==> config.mk <==
export PLATFORM = sky130hd
export DESIGN_NAME = hash_feeder_flat
export DESIGN_NICKNAME = d
export VERILOG_FILES = /design/src/rtl/hash_feeder_if.sv /design/src/rtl/hash_feeder.sv /design/src/flat_wrapper.sv
export SDC_FILE = /design/constraint.sdc
export NUM_CORES = 1
export LEC_CHECK = 0
export CAP_MARGIN = 10
export CORE_MARGIN = 2
export CORE_UTILIZATION = 42
export CTS_BUF_LIST = sky130_fd_sc_hd__clkbuf_16
export DETAILED_ROUTE_END_ITERATION = 6
export PLACE_DENSITY = 0.8
export SLEW_MARGIN = 15
export SYNTH_ARGS = -nofsm -noshare
export SYNTH_HDL_FRONTEND = slang
export SYNTH_SLANG_ARGS = --single-unit
==> constraint.sdc <==
create_clock -name clk -period 2.25 [get_ports clk]
set_input_delay 0.225 -clock clk [delete_from_list [all_inputs] [get_ports clk]]
set_output_delay 0.225 -clock clk [all_outputs]
set_load 0.02 [all_outputs]
==> src/rtl/hash_feeder_if.sv <==
// Byte-stream, hash-lookup, candidate and block-status signals of the LZ4 hash feeder.
// The master modport is the feeder itself; slave is the surrounding environment.
interface hash_feeder_if #(
  parameter int ADDR_W = 32,
  parameter int CNT_W  = 15
);
  logic [7:0]        byte_in;
  logic              byte_ivalid;
  logic              byte_ilast;
  logic              byte_iready;

  logic              hash_clean;
  logic              hash_unable;
  logic [31:0]       hash_idata;
  logic [ADDR_W-1:0] hash_iaddr;
  logic              hash_ivalid;
  logic [ADDR_W-1:0] hash_oaddr;
  logic              hash_ovalid;
  logic              hash_hit;

  logic              cand_valid;
  logic              cand_ready;
  logic [31:0]       cand_data;
  logic [ADDR_W-1:0] cand_cur_addr;
  logic [ADDR_W-1:0] cand_match_addr;
  logic              cand_hit;

  logic              blk_done;
  logic [CNT_W-1:0]  blk_len;

  modport master (
    input  byte_in, byte_ivalid, byte_ilast,
    input  hash_unable, hash_oaddr, hash_ovalid, hash_hit,
    input  cand_ready,
    output byte_iready,
    output hash_clean, hash_idata, hash_iaddr, hash_ivalid,
    output cand_valid, cand_data, cand_cur_addr, cand_match_addr, cand_hit,
    output blk_done, blk_len
  );

  modport slave (
    output byte_in, byte_ivalid, byte_ilast,
    output hash_unable, hash_oaddr, hash_ovalid, hash_hit,
    output cand_ready,
    input  byte_iready,
    input  hash_clean, hash_idata, hash_iaddr, hash_ivalid,
    input  cand_valid, cand_data, cand_cur_addr, cand_match_addr, cand_hit,
    input  blk_done, blk_len
  );
endinterface

==> src/rtl/hash_feeder.sv <==
// LZ4 hash feeder: 4-byte sliding window -> one hash lookup at a time -> candidate, blocks of BLOCK_SIZE bytes.
// Lookup strobe >=1 cycle after the completing byte; input stalls (byte_iready=0) from lookup issue until candidate accepted.
module hash_feeder #(
  parameter int ADDR_W     = 32,
  parameter int BLOCK_SIZE = 16384,
  parameter int CNT_W      = 15
) (
  input  logic          clk,
  input  logic          rstN,
  hash_feeder_if.master bus
);

  localparam logic [2:0] ST_FILL  = 3'd0;
  localparam logic [2:0] ST_REQ   = 3'd1;
  localparam logic [2:0] ST_WAIT  = 3'd2;
  localparam logic [2:0] ST_OUT   = 3'd3;
  localparam logic [2:0] ST_CLEAN = 3'd4;
  localparam logic [2:0] ST_CWAIT = 3'd5;

  localparam logic [CNT_W-1:0] BLK_LAST = CNT_W'(BLOCK_SIZE);

  logic [2:0]        state;
  logic [31:0]       win;
  logic [1:0]        fill;
  logic [CNT_W-1:0]  bcnt;
  logic              end_flag;
  logic [ADDR_W-1:0] req_addr;

  logic [31:0]       cand_data_q;
  logic [ADDR_W-1:0] cand_cur_q;
  logic [ADDR_W-1:0] cand_match_q;
  logic              cand_hit_q;
  logic [CNT_W-1:0]  blk_len_q;

  logic [CNT_W-1:0]  bcnt_inc;
  logic              win_full;
  logic              blk_end;

  // fill==3 means the window already holds three bytes of this block, so the next byte completes it
  assign bcnt_inc = bcnt + 1'b1;
  assign win_full = (fill == 2'd3);
  assign blk_end  = bus.byte_ilast || (bcnt_inc == BLK_LAST);

  always_ff @(posedge clk) begin
    if (!rstN) begin
      state        <= ST_FILL;
      win          <= '0;
      fill         <= '0;
      bcnt         <= '0;
      end_flag     <= 1'b0;
      req_addr     <= '0;
      cand_data_q  <= '0;
      cand_cur_q   <= '0;
      cand_match_q <= '0;
      cand_hit_q   <= 1'b0;
      blk_len_q    <= '0;
    end else begin
      case (state)
        ST_FILL: begin
          if (bus.byte_ivalid) begin
            win  <= {win[23:0], bus.byte_in};
            bcnt <= bcnt_inc;
            if (win_full) begin
              req_addr <= ADDR_W'(bcnt_inc - CNT_W'(3));
              end_flag <= blk_end;
              state    <= ST_REQ;
            end else begin
              fill <= fill + 2'd1;
              if (blk_end) begin
                state <= ST_CLEAN;
              end
            end
          end
        end
        ST_REQ: begin
          if (!bus.hash_unable) begin
            state <= ST_WAIT;
          end
        end
        ST_WAIT: begin
          if (bus.hash_ovalid) begin
            cand_data_q  <= win;
            cand_cur_q   <= req_addr;
            cand_match_q <= bus.hash_oaddr;
            cand_hit_q   <= bus.hash_hit;
            state        <= ST_OUT;
          end
        end
        ST_OUT: begin
          // fill stays at 3: one more byte after the handshake slides the window by one
          if (bus.cand_ready) begin
            state <= end_flag ? ST_CLEAN : ST_FILL;
          end
        end
        ST_CLEAN: begin
          blk_len_q <= bcnt;
          state     <= ST_CWAIT;
        end
        ST_CWAIT: begin
          if (!bus.hash_unable) begin
            win      <= '0;
            fill     <= '0;
            bcnt     <= '0;
            end_flag <= 1'b0;
            state    <= ST_FILL;
          end
        end
        default: state <= ST_FILL;
      endcase
    end
  end

  assign bus.byte_iready     = (state == ST_FILL);
  assign bus.hash_ivalid     = (state == ST_REQ) && !bus.hash_unable;
  assign bus.hash_idata      = win;
  assign bus.hash_iaddr      = req_addr;
  assign bus.hash_clean      = (state == ST_CLEAN);
  assign bus.blk_done        = (state == ST_CLEAN);
  // blk_len must already be valid during the blk_done cycle, before blk_len_q has captured it
  assign bus.blk_len         = (state == ST_CLEAN) ? bcnt : blk_len_q;
  assign bus.cand_valid      = (state == ST_OUT);
  assign bus.cand_data       = cand_data_q;
  assign bus.cand_cur_addr   = cand_cur_q;
  assign bus.cand_match_addr = cand_match_q;
  assign bus.cand_hit        = cand_hit_q;

endmodule

==> src/flat_wrapper.sv <==
// flat-port wrapper written by rule: the top's interface ports become plain ports
module hash_feeder_flat 
#(
  parameter int ADDR_W     = 32,
  parameter int BLOCK_SIZE = 16384,
  parameter int CNT_W      = 15
)
  (clk, rstN, bus_byte_in, bus_byte_ivalid, bus_byte_ilast, bus_hash_unable, bus_hash_oaddr, bus_hash_ovalid, bus_hash_hit, bus_cand_ready, bus_byte_iready, bus_hash_clean, bus_hash_idata, bus_hash_iaddr, bus_hash_ivalid, bus_cand_valid, bus_cand_data, bus_cand_cur_addr, bus_cand_match_addr, bus_cand_hit, bus_blk_done, bus_blk_len);
  hash_feeder_if #(.ADDR_W(ADDR_W), .CNT_W(CNT_W)) bus_i ();
  input  logic clk;
  input  logic rstN;
  input wire logic [$bits(bus_i.byte_in)-1:0] bus_byte_in;
  input wire logic [$bits(bus_i.byte_ivalid)-1:0] bus_byte_ivalid;
  input wire logic [$bits(bus_i.byte_ilast)-1:0] bus_byte_ilast;
  input wire logic [$bits(bus_i.hash_unable)-1:0] bus_hash_unable;
  input wire logic [$bits(bus_i.hash_oaddr)-1:0] bus_hash_oaddr;
  input wire logic [$bits(bus_i.hash_ovalid)-1:0] bus_hash_ovalid;
  input wire logic [$bits(bus_i.hash_hit)-1:0] bus_hash_hit;
  input wire logic [$bits(bus_i.cand_ready)-1:0] bus_cand_ready;
  output wire logic [$bits(bus_i.byte_iready)-1:0] bus_byte_iready;
  output wire logic [$bits(bus_i.hash_clean)-1:0] bus_hash_clean;
  output wire logic [$bits(bus_i.hash_idata)-1:0] bus_hash_idata;
  output wire logic [$bits(bus_i.hash_iaddr)-1:0] bus_hash_iaddr;
  output wire logic [$bits(bus_i.hash_ivalid)-1:0] bus_hash_ivalid;
  output wire logic [$bits(bus_i.cand_valid)-1:0] bus_cand_valid;
  output wire logic [$bits(bus_i.cand_data)-1:0] bus_cand_data;
  output wire logic [$bits(bus_i.cand_cur_addr)-1:0] bus_cand_cur_addr;
  output wire logic [$bits(bus_i.cand_match_addr)-1:0] bus_cand_match_addr;
  output wire logic [$bits(bus_i.cand_hit)-1:0] bus_cand_hit;
  output wire logic [$bits(bus_i.blk_done)-1:0] bus_blk_done;
  output wire logic [$bits(bus_i.blk_len)-1:0] bus_blk_len;
  assign bus_i.byte_in = bus_byte_in;
  assign bus_i.byte_ivalid = bus_byte_ivalid;
  assign bus_i.byte_ilast = bus_byte_ilast;
  assign bus_i.hash_unable = bus_hash_unable;
  assign bus_i.hash_oaddr = bus_hash_oaddr;
  assign bus_i.hash_ovalid = bus_hash_ovalid;
  assign bus_i.hash_hit = bus_hash_hit;
  assign bus_i.cand_ready = bus_cand_ready;
  assign bus_byte_iready = bus_i.byte_iready;
  assign bus_hash_clean = bus_i.hash_clean;
  assign bus_hash_idata = bus_i.hash_idata;
  assign bus_hash_iaddr = bus_i.hash_iaddr;
  assign bus_hash_ivalid = bus_i.hash_ivalid;
  assign bus_cand_valid = bus_i.cand_valid;
  assign bus_cand_data = bus_i.cand_data;
  assign bus_cand_cur_addr = bus_i.cand_cur_addr;
  assign bus_cand_match_addr = bus_i.cand_match_addr;
  assign bus_cand_hit = bus_i.cand_hit;
  assign bus_blk_done = bus_i.blk_done;
  assign bus_blk_len = bus_i.blk_len;
  hash_feeder #(.ADDR_W(ADDR_W), .BLOCK_SIZE(BLOCK_SIZE), .CNT_W(CNT_W)) u_core (.clk(clk), .rstN(rstN), .bus(bus_i));
endmodule
## After elaboration in Yosys (flattened, before gate mapping)

Cells that the tools add are included.

| storage, ports and cells | value |
|---|---|
| bits in registers | 197 |
| input port bits | 48 |
| output and inout bits | 181 |
| word-level logic and storage cells | 64 |

| operators by class | value |
|---|---|
| add/sub/neg operators | 3 |
| equal/unequal tests | 15 |
| multiplexer cells | 24 |
| reductions and logical operators | 11 |

Operators by type and width:

| kind | count |
|---|---|
| $mux W32 | 2 |
| $pmux W32 S2 | 1 |
| $mux W15 | 3 |
| $pmux W15 S2 | 1 |
| $mux W3 | 8 |
| $pmux W3 S6 | 1 |
| $sub A15 B2 Y16 const B | 1 |
| $add A15 B1 Y15 const B | 1 |
| $eq A15 B15 Y1 const B | 1 |
| $ne A2 B2 Y1 const B | 6 |
| $reduce_and A4 Y1 | 2 |
| $eq A3 B2 Y1 const B | 2 |
| $eq A3 B3 Y1 const B | 2 |
| $mux W2 | 3 |
| $reduce_and A3 Y1 | 2 |
| $reduce_and A6 Y1 | 1 |
| $pmux W2 S2 | 1 |
| $eq A3 B1 Y1 const B | 1 |
| $logic_not A3 Y1 | 1 |
| $mux W1 | 3 |
| $ne A3 B1 Y1 const B | 1 |
| $add A2 B1 Y2 const B | 1 |
| $eq A2 B2 Y1 const B | 1 |
| $ne A2 B1 Y1 const B | 1 |
| 6 further kinds | 6 |

## Longest topological paths before layout

| depth | value |
|---|---|
| depth after elaboration | 7 |
| mapped depth | 9 |
| depth with buffers taken out | 8 |

## Worst setup path after synthesis

OpenSTA, ideal clock, no wires.

| path | value |
|---|---|
| path kind | reg-to-reg |
| start | register u_core.bcnt[0] |
| end | register u_core.req_addr[6], in the netlist u_core.bus.hash_iaddr[6] |
| setup time | 135 ps |
| data arrival time | 2236 ps |
| required time | 2115 ps |
| slack | -121 ps |
| stages on the path, launching flop included | 10 |
| path buffers | 1 |
| period minus slack after synthesis | 2371 ps |
| cell sequence | dfxtp_1 -> clkbuf_1 -> inv_1 -> ha_1 -> or4_4 -> o31ai_4 -> or3b_1 -> a22oi_2 -> xnor2_1 -> a211oi_2 |

| between the ends | value |
|---|---|
| word-level cells in the longest chain between the ends | 2 |

Ends and longest elaborated chain:

| what | line | text |
|---|---|---|
| start, declared | hash_feeder.sv:25 | `logic [CNT_W-1:0] bcnt;` |
| start signal, assigned | hash_feeder.sv:62 | `bcnt <= bcnt_inc;` |
| $add A15 B1 Y15 | hash_feeder.sv:40 | `assign bcnt_inc = bcnt + 1'b1;` |
| $sub A15 B2 Y16 | hash_feeder.sv:64 | `req_addr <= ADDR_W'(bcnt_inc - CNT_W'(3));` |
| end signal, assigned | hash_feeder.sv:64 |  |
| end, declared | hash_feeder.sv:27 | `logic [ADDR_W-1:0] req_addr;` |

No other way between the ends.
A chain may end at the register's enable or synchronous reset.

## Worst setup path after layout

| path | value |
|---|---|
| start | register u_core.bcnt[0] |
| end | register u_core.state[2] |

| between the ends | value |
|---|---|
| word-level cells in the longest chain between the ends | 5 |

Ends and longest elaborated chain:

| what | line | text |
|---|---|---|
| $add A15 B1 Y15 | hash_feeder.sv:40 |  |
| $eq A15 B15 Y1 | hash_feeder.sv:42 | `assign blk_end = bus.byte_ilast \|\| (bcnt_inc == BLK_LAST);` |
| $logic_or A1 B1 Y1 | hash_feeder.sv:42 |  |
| $ne A3 B1 Y1 (no line) | n/a |  |
| $reduce_and A6 Y1 (no line) | n/a |  |
| end signal, assigned | hash_feeder.sv:92 | `state <= end_flag ? ST_CLEAN : ST_FILL;` |
| end, declared | hash_feeder.sv:22 | `logic [2:0] state;` |

No other way between the ends.

==> run_results.csv <==
group,metric,value,unit
synth,synthFlopType,"dfxtp_1",
placed_design,dp_slack,-76.5,ps
synth,synth_cell_type_count,65,
die,io_pins,229,
finish,layout_commonest_cell,"clkdlybuf4s50_1",
synth,synth-simple-area-share,22.6,%
detailed_routing,via_per_inst,5.14,
clock_tree,numClockSinks,165,
die,initial_core_util,42.9,%
placed_design,dpl.hpwl,13900,um
placed_design,gp_congestion,0.859,
detailed_routing,wl,19900,um
finish,drive_gt1_share,12.1,%
clock_tree,cts_tree,"yes",
global_route,grt_max_degree,67,
power_and_ir_drop,p_comb_share,19.4,%
power_and_ir_drop,p_per_area,719,nW/um^2
die,fp.dieH,134,um
synth,ys_seq_elements,165,
synth,async_flop_share,0,%
critical_path,crit_fanout,4,
sta,finalSetupViolCount,1,
power_and_ir_drop,p_leak,3.70,nW
power_and_ir_drop,seqPwrFrac,41.6,%
global_route,gr-total-overflow,0,
sta,finalHoldViolations,0,
synth,syn_nets,916,
synth,ys_seq_area_share,46.4,%
detailed_routing,drt_first_pass_iters,5,
power_and_ir_drop,p_int,0.00532,W
finish,syn_to_final_growth,45.4,%
synth,synth_warnings,0,
sta,drv_slew,0,
critical_path,required,2600,ps
sta,fin_worst_skew,12.2,ps
critical_path,cp-end-kind,"register",
synth,synth-xor-area-share,2.46,%
detailed_routing,dr.first_iter.drc_count,475,
synth,avgSynthCellArea,8.23,um^2
sta,worst_slew_pin_slew,654,ps
die,core_area,16600,um^2
placed_design,postPlaceCellArea,9670,um^2
die,row_count,47,
synth,syn-instance-count,865,
clock_tree,cts_root_buf,"clkbuf_16",
sta,fmax,444,MHz
detailed_routing,via_count,6675,
sta,post-route-period-util,100,%
finish,most-common-layout-cells,"clkdlybuf4s50_1, nand2_1, dfxtp_1, a21oi_1, nor2_1",
finish,antennaDiodeCount,0,
hold_path,hp-class,"in -> reg",
power_and_ir_drop,ir_drop,0.556,mV
clock_tree,clk_pin_slew,70,ps
synth,synth_top_family_by_area,"simple AND/OR/NAND/NOR gates",
detailed_routing,route.detailed.drc,0,
power_and_ir_drop,switching_share,28.5,%
clock_tree,cts_max_level,4,
sta,slew_headroom,55.9,%
status,violations,"setup timing",
synth,synth_compound_area_share,17.5,%
die,die-area,18000,um^2
global_route,track_usage,21.2,%
die,die_w,134,um
status,status,"finished, violations left",
critical_path,worst_setup_path_start_kind,"register",
clock_tree,clock_path_buffers,2,
finish,nFillCells,1436,
sta,finalWorstSetupSlack,-4.12,ps
synth,synth_area,7120,um^2
synth,synthAdderAreaFrac,0.527,%
sta,rsz0062_at_grt,"yes",
finish,nNetsFinal,1117,
power_and_ir_drop,p_switching,0.00212,W
global_route,grt_pass1_vias,6009,
power_and_ir_drop,clkPwrFrac,38.9,%
synth,yosys-mux-area-fraction,2.79,%
sta,post-route-min-period,2250,ps
clock_tree,clk_latency,420,ps
finish,final_cell_area,10400,um^2
critical_path,crit_type,"reg -> reg",
placed_design,dp.cells,1265,
synth,synth_edf_count,0,
global_route,antenna_found_initial,0,
global_route,grt_pass1_wl,30900,um
detailed_routing,wire_per_inst,15.3,um
detailed_routing,antenna_left,0,
run,drv_cap,0,
finish,final_cells,1299,
placed_design,portBuffers,228,
clock_tree,cts_buffers,17,
critical_path,cp.arrival,2610,ps
==> logic make-up after synthesis <==
kind of cell	after synthesis
AO/OA/AOI/OAI	198
XOR/XNOR	20
adder cells (fa/ha/maj)	3
buffers and inverters	107
flip-flops	165
AND/OR/NAND/NOR	354
multiplexers	18
==> worst paths after layout <==
check	from	endpoint	slack [ps]	cells after the start
hold reg to reg	u_core.bus.cand_match_addr[3]	u_core.bus.cand_match_addr[3]	450	2
setup / recovery	u_core.bcnt[0]	u_core.state[2]	-4	7
hold / removal	bus_hash_oaddr[3]	u_core.bus.cand_match_addr[3]	350	3
setup reg to reg	u_core.bcnt[0]	u_core.state[2]	-4	7
==> critical path: stages (launching register included) <==
cell     delay, ps
dfxtp_4        370
ha_4           160
and4_4         230
a22oi_2         80
or4_4          520
or3_1          320
or3_4          360
a31oi_4        160
==> routing by layer <==
layer  track usage, %  vias to the layer above  part of all wire (%)  wire length [um]
met1             27.8                     3092                    45              8950
met4             8.54                        0                   2.2               437
met5                0                        -                     0                 0
li1                 -                     3324                     -                 -
met2             34.5                      221                    47              9390
met3             3.74                       38                   5.5              1100
==> final cells by class <==
type                    count  area [um^2]  area share (%)
repair buffers            284         2770            26.8
clock buffers              17          425            4.11
inverters                   5         21.3           0.205
multi-input cells         593         3380            32.6
clock inverters            15          171            1.66
flip-flops and latches    165         3310            32.0
well taps                 220          275            2.66
==> timing repair <==
item	in CTS	in global routing
pin swaps	2	2
setup buffers	2	0
hold buffers	0	0
resized for setup	24	15
endpoints found under the setup margin	21	20
==> cells in the mapped netlist (4+ instances only) <==
cell	count	area share [%]
nor2_1	68	3.6
mux2_1	6	0.95
a31oi_1	6	0.53
nand2_1	188	9.9
nor3_1	11	0.77
nand4_1	6	0.53
xor2_1	6	0.74
nor4_1	5	0.44
a21o_1	4	0.42
dfxtp_1	165	46
nand3b_1	5	0.53
clkbuf_1	57	3.0
nand3_1	16	1.1
xnor2_1	14	1.7
o21ai_0	11	0.77
buf_4	34	3.6
nor2b_1	6	0.53
nand2b_1	4	0.35
buf_2	6	0.42
a211oi_1	6	0.63
and2_1	21	1.8
o211ai_1	6	0.63
inv_1	5	0.26
mux2_2	9	1.4
o21a_1	4	0.42
a21oi_1	100	7.0
or3_1	4	0.35
o21ai_1	4	0.28
a22oi_1	36	3.8
==> power by group through the flow <==
| stage | combinational (W) | sequential [W] | clock (W) |
|---|---|---|---|
| CTS | 0.00142 | 0.00310 | 0.00296 |
| floorplan | 0.000746 | 0.00322 | 0 |
| finish | 0.00145 | 0.00310 | 0.00290 |
| detailed placement | 0.00139 | 0.00315 | 0 |
| global placement | 0.00137 | 0.00315 | 0 |
| global route | 0.00156 | 0.00311 | 0.00308 |
==> stage by stage <==
| stage | total power [W] | util, % | TNS (ps) | hold slack, ps |
|---|---|---|---|---|
| after floorplan | 0.00396 | - | 0 | 361 |
| after global placement | 0.00452 | 58.3 | -0.490 | 441 |
| after detailed placement | 0.00454 | 58.3 | -76.5 | 446 |
| after CTS | 0.00748 | 62.1 | -8.98 | 327 |
| after global routing | 0.00775 | 62.4 | -147 | 346 |
| final | 0.00744 | 62.4 | -4.12 | 347 |
==> registers in the layout (all words and copies together), names as in the netlist <==
| name | cells |
|---|---|
| u_core.bcnt | 15 |
| u_core.blk_len_q | 15 |
| u_core.bus.cand_cur_addr | 16 |
| u_core.bus.cand_data | 32 |
| u_core.bus.cand_hit | 1 |
| u_core.bus.cand_match_addr | 32 |
| u_core.bus.hash_iaddr | 16 |
| u_core.bus.hash_idata | 32 |
| u_core.end_flag | 1 |
| u_core.fill | 2 |
| u_core.state | 3 |
Note: power is estimated with default switching activity, not from simulation.
